==> config.mk <==
export PLATFORM = sky130hd
export DESIGN_NAME = traffic_phase_timer
export DESIGN_NICKNAME = d
export VERILOG_FILES = /design/src/rtl/traffic_phase_timer.sv
export SDC_FILE = /design/constraint.sdc
export NUM_CORES = 1
export LEC_CHECK = 0
export BUFFER_PORTS_ARGS = -buffer_cell sky130_fd_sc_hd__buf_4
export CAP_MARGIN = 15
export CELL_PAD_IN_SITES_DETAIL_PLACEMENT = 1
export CELL_PAD_IN_SITES_GLOBAL_PLACEMENT = 2
export CORE_MARGIN = 5
export CORE_UTILIZATION = 28
export CTS_CLUSTER_DIAMETER = 40
export DETAILED_ROUTE_END_ITERATION = 6
export GPL_TIMING_DRIVEN = 0
export HOLD_SLACK_MARGIN = 0.02
export PLACE_DENSITY = 0.74
export SLEW_MARGIN = 15
export SYNTH_ARGS = -nofsm -noshare
export SYNTH_HDL_FRONTEND = slang
export SYNTH_SLANG_ARGS = --single-unit
==> constraint.sdc <==
create_clock -name clock -period 2.3 [get_ports clock]
set_clock_uncertainty 0.1 [all_clocks]
set_input_delay 0.46 -clock clock [delete_from_list [all_inputs] [get_ports clock]]
set_output_delay 0.46 -clock clock [all_outputs]
set_load 0.01 [all_outputs]
==> src/rtl/traffic_phase_timer.sv <==
// Per-phase dwell timer feeding the traffic/pedestrian light FSM: loads a dwell per phase,
// counts second ticks, pulses change on expiry. Optional tick pause port under `TIMER_PAUSE_EN.
module traffic_phase_timer #(
  parameter int unsigned T_GREEN   = 20,
  parameter int unsigned T_CLEAR   = 5,
  parameter int unsigned T_YELLOW  = 3,
  parameter int unsigned T_MIN_REM = 8,
  parameter int unsigned CW        = 8
) (
  input  logic          clock,
  input  logic          resetn,
  input  logic          tick,
`ifdef TIMER_PAUSE_EN
  input  logic          pause,
`endif
  input  logic [3:0]    state,
  input  logic          ped_req1,
  input  logic          ped_req2,
  output logic          change,
  output logic [CW-1:0] remaining,
  output logic          ped_wait1,
  output logic          ped_wait2,
  output logic          walk_blink
);

  // A zero dwell would never expire, so it is promoted to one tick before truncation.
  localparam logic [CW-1:0] D_GREEN  = CW'((T_GREEN  == 0) ? 32'd1 : T_GREEN);
  localparam logic [CW-1:0] D_CLEAR  = CW'((T_CLEAR  == 0) ? 32'd1 : T_CLEAR);
  localparam logic [CW-1:0] D_YELLOW = CW'((T_YELLOW == 0) ? 32'd1 : T_YELLOW);
  localparam logic [CW-1:0] D_MIN    = CW'(T_MIN_REM);

  typedef enum logic [1:0] {S_LOAD, S_COUNT, S_WAIT_ACK} fsm_t;

  fsm_t          r_fsm;
  fsm_t          w_fsm_nxt;
  logic [3:0]    r_phase;
  logic [3:0]    r_prev_state;
  logic [CW-1:0] w_dwell;
  logic [CW-1:0] w_rem_nxt;
  logic          w_change_nxt;
  logic          w_blink_nxt;
  logic          w_tick;
  logic          w_valid;
  logic          w_jump;
  logic          w_trunc;
  logic          w_blink_phase;
  logic          w_expire;
  logic          w_enter_p0;
  logic          w_enter_p3;

`ifdef TIMER_PAUSE_EN
  assign w_tick = tick & ~pause;
`else
  assign w_tick = tick;
`endif

  always_comb begin
    w_dwell = '0;
    case (state)
      4'd0, 4'd3: w_dwell = D_GREEN;
      4'd1, 4'd4: w_dwell = D_CLEAR;
      4'd2, 4'd5: w_dwell = D_YELLOW;
      default:    w_dwell = '0;
    endcase
  end

  assign w_valid       = (state <= 4'd5);
  assign w_jump        = (state != r_phase);
  assign w_trunc       = (((r_phase == 4'd0) && ped_wait1) || ((r_phase == 4'd3) && ped_wait2))
                         && (remaining > D_MIN);
  assign w_blink_phase = (r_phase == 4'd1) || (r_phase == 4'd4);
  assign w_expire      = w_tick && (remaining == CW'(1));
  assign w_enter_p0    = (state == 4'd0) && (r_prev_state != 4'd0);
  assign w_enter_p3    = (state == 4'd3) && (r_prev_state != 4'd3);

  always_ff @(posedge clock or negedge resetn) begin
    if (!resetn) r_fsm <= S_LOAD;
    else         r_fsm <= w_fsm_nxt;
  end

  always_comb begin
    w_fsm_nxt = r_fsm;
    case (r_fsm)
      S_LOAD:     w_fsm_nxt = w_valid ? S_COUNT : S_LOAD;
      S_COUNT: begin
        if (w_jump)                   w_fsm_nxt = S_LOAD;
        else if (!w_trunc && w_expire) w_fsm_nxt = S_WAIT_ACK;
      end
      S_WAIT_ACK: if (w_jump) w_fsm_nxt = S_LOAD;
      default:    w_fsm_nxt = S_LOAD;
    endcase
  end

  // Jump detection outranks truncation, which outranks a coincident tick.
  always_comb begin
    w_rem_nxt    = remaining;
    w_change_nxt = 1'b0;
    w_blink_nxt  = walk_blink;
    case (r_fsm)
      S_LOAD: begin
        w_rem_nxt   = w_dwell;
        w_blink_nxt = 1'b0;
      end
      S_COUNT: begin
        if (w_jump) begin
          w_blink_nxt = 1'b0;
        end else if (w_trunc) begin
          w_rem_nxt = D_MIN;
        end else if (w_tick) begin
          if (w_blink_phase) w_blink_nxt = ~walk_blink;
          if (remaining > CW'(1)) begin
            w_rem_nxt = remaining - CW'(1);
          end else if (remaining == CW'(1)) begin
            w_rem_nxt    = '0;
            w_change_nxt = 1'b1;
          end
        end
      end
      S_WAIT_ACK: if (w_jump) w_blink_nxt = 1'b0;
      default: begin
        w_rem_nxt   = '0;
        w_blink_nxt = 1'b0;
      end
    endcase
  end

  always_ff @(posedge clock or negedge resetn) begin
    if (!resetn) begin
      remaining    <= '0;
      change       <= 1'b0;
      walk_blink   <= 1'b0;
      r_phase      <= '0;
      r_prev_state <= '0;
      ped_wait1    <= 1'b0;
      ped_wait2    <= 1'b0;
    end else begin
      remaining    <= w_rem_nxt;
      change       <= w_change_nxt;
      walk_blink   <= w_blink_nxt;
      r_prev_state <= state;
      if (r_fsm == S_LOAD) r_phase <= state;
      ped_wait1    <= ped_req1 | (ped_wait1 & ~w_enter_p3);
      ped_wait2    <= ped_req2 | (ped_wait2 & ~w_enter_p0);
    end
  end

endmodule

==> results.md <==
* Hold path depth at 1
* CP max stage cell: or4_4
* Syn nets at 136
* Design Power at 1.65 mW
* Crit end category: flip-flop
* Dpl ws at -0.373 ns
* IO Pins at 21
* Final Hold Fails at 0
* Area of the core at 4290 um2
* R2r setup slk at 0.03 ns
* Synth area leader: dfrtp_1
* Final wirelength at 3280 um
* DRC at 0
* DR vias at 1056
* Required @ worst endpoint at 2.35 ns
* Clock transition at path regs at 0.08 ns
* Post-Syn Instances at 125
* FF-to-FF path depth at 7
* Global-route wire length before repair at 5440 um
* CP Max Fanout at 5
* CP cell instances: or4_4 -> or4_4 -> o311ai_4 -> buf_8 -> nor2_2 -> a211oi_1 -> a21oi_1
* Die Width at 76.1 um
* RR Startpoint: remaining[6]
* VDD IR max at 0.278 mV
* Commonest non-fill, non-tap cell in the layout: buf_4
* Layout area overhead at 31.6%
* Die H at 76.1 um
* Internal cell power at 1.00 mW
* Seq pwr share at 31.3%
* Most frequent cells in the layout: buf_4 (27), dfrtp_1 (22), nor2_1 (13)
* Max_cap viols at 0
* Final ANT Viol Nets at 0
* Critical path depth in cells at 7
* Clk sink count at 22
* Largest net degree at the start of global routing at 23
* Synth top area cells: dfrtp_1 (45%), nor2_1 (4.6%), xnor2_1 (4.3%), mux2_2 (3.7%), o21ai_1 (2.9%)
* Switching part of the total at 39.3%
* CTS root buf: clkbuf_8
* Gate power share at 53.9%
* Initial core utilization at 28.5%
* H-Tree Depth at 1
* RSZ-0062 raised after global routing: yes
* I/O Buffers at 20
* Share of layout cells above drive strength 1 at 32.5%
* Crit path launch type: flip-flop
* Slowest stage delay, CP at 0.58 ns
* Critical path arrival at 2.32 ns
* Area share of the largest cell type after synthesis at 45.0%
* PnR worst setup slack at 0.0291 ns
* Final Critical Period at 2.27 ns
* Syn_area_per_cell at 9.79 um2
* WP buf/inv at 1
* Detailed Route Iter0 Violations at 32
* Final #Nets at 170
* Final setup viols at 0
* Measured slew at the worst slew-check pin at 0.490 ns
* CP Class: flip-flop to flip-flop
* Worst rel slew slack at 67.3%
* Vias in the first global route at 1131
* TritonCTS buffer count at 3
* Dpl cell area at 1440 um2
* Drt pass-1 iters at 4
* Hold Path Sink: r_prev_state[1]
* Hold WC Path Type: input pin to flip-flop
* Rows at 24
* Critical R2R Capture: remaining[0]
* Psw at 650 uW
* Worst-skew pair later-pin latency at 0.26 ns
* P_leak at 0.664 nW
* Fmax at 0.440 GHz
* Clock Tree Buf Depth at 2
* Fin. max-slew vios at 0
* Synth cell types at 38
* Startpoint of the worst hold path: state[1]
* Global Route Usage Sum at 11.4%
* TritonCTS clock tree: built
* Vias/cell at 5.05
* Filler instances at 512
* Post-DP HPWL at 2360 um
* Top delay family on crit path: simple AND/OR/NAND/NOR gates
* Die ar. at 5790 um2
* Initial antenna violation count at 0
* Design Area, Final at 1610 um2
* Antenna cell count at 0
* Average wire per standard cell at 15.7 um
* Outcome: finished clean
* Tcrit/Tclk final at 98.7%
* Total gr overflow at 0
* Register area share after synthesis at 45.0%
* Pwr/cell area at 1030 nW/um2
* Post-synth design cell area at 1220 um2
* Synth Register Bits at 22
* GPL Wtd Cong at 0.785
* Clock power share at 14.8%
* Yosys warns at 0
* Crit path top cell by count: or4_4
-- cells in the mapped netlist --
cell type	n
dfrtp_1	22
nor2_1	15
o21ai_1	7
nor3_1	6
xnor2_1	6
nand2_1	5
nand2b_1	5
a21oi_1	4
a31oi_1	4
mux2_2	4
o21ai_0	4
a211oi_1	3
clkbuf_1	3
nand3_1	3
nor2b_1	3
o31ai_1	3
ha_1	2
inv_1	2
nor3b_1	2
or2_2	2
or4_4	2
xor2_1	2
a21boi_0	1
a21o_1	1
a21oi_2	1
a22oi_1	1
a41oi_1	1
buf_2	1
buf_8	1
nand3b_1	1
nand4_1	1
nor4_1	1
o221ai_1	1
o311ai_4	1
o31a_1	1
o41ai_1	1
or3b_2	1
or4_1	1
-- sequential cells by signal, indices dropped and copies added, names as in the netlist --
register / cells
r_fsm: 2
remaining: 8
ped_wait1: 1
walk_blink: 1
change: 1
r_phase: 4
ped_wait2: 1
r_prev_state: 4
-- routing by layer --
metal  track usage [%]  vias up  part of all wire [%]
met3              2.48        2                   2.9
met1              13.6      521                    45
li1                  -      517                     -
met5                 0        -                     0
met2              20.2       16                    51
met4              3.67        0                  0.64
-- cells by family after synthesis --
group / synth area share [%]
adder cells (fa/ha/maj): 2.04
XOR/XNOR: 5.73
multiplexers: 3.68
buffers and inverters: 3.17
AO/OA/AOI/OAI: 19.4
AND/OR/NAND/NOR: 21.0
flip-flops: 45.0
-- final cells by class --
class                   instances  area (um2)  area share, %
multi-input cells              96         668           41.5
flip-flops and latches         22         551           34.2
repair buffers                 29         240           14.9
well taps                      52        65.1           4.04
clock buffers                   3        41.3           2.56
plain buffers                   5        37.5           2.33
inverters                       2        7.51          0.466
-- power groups by stage --
stage	Sequential, mW	Combinational [mW]	Clock (mW)
6_report	0.518	0.891	0.245
5_1_grt	0.529	0.974	0.272
4_1_cts	0.517	0.861	0.254
3_5_place_dp	0.549	0.700	0
3_3_place_gp	0.544	0.684	0
2_1_floorplan	0.550	0.471	0
-- per-stage QoR --
stage | TNS, ns | utilization (%) | std cells | hold slack (ns)
detailed placement | -2.56 | 33.5 | 197 | 0.278
floorplan | 0 | - | 125 | 0.0644
finish | 0 | 37.5 | 209 | 0.208
CTS | 0 | 37.0 | 208 | 0.203
global placement | -2.14 | 33.5 | 197 | 0.268
global route | -0.0562 | 37.5 | 209 | 0.197
-- worst max-delay path by stage --
stage,endpoint,startpoint,slack (ns)
after floorplan,remaining[7],remaining[0],0.01
after global placement,remaining[7],remaining[0],-0.30
after detailed placement,remaining[7],remaining[0],-0.37
after CTS,remaining[7],remaining[1],0.01
after global routing,remaining[0],remaining[6],-0.03
final,remaining[0],remaining[6],0.03
-- repair_timing --
action / in CTS / in global routing
buffers inserted: 6 / 1
gates cloned: 1 / 0
endpoints found under the setup margin: 8 / 8
hold buffers: 1 / 0
hold endpoints to repair: 22 / 0
pin swaps: 3 / 2
gates resized for setup: 7 / 5
Power figures use the tool's default switching activity.
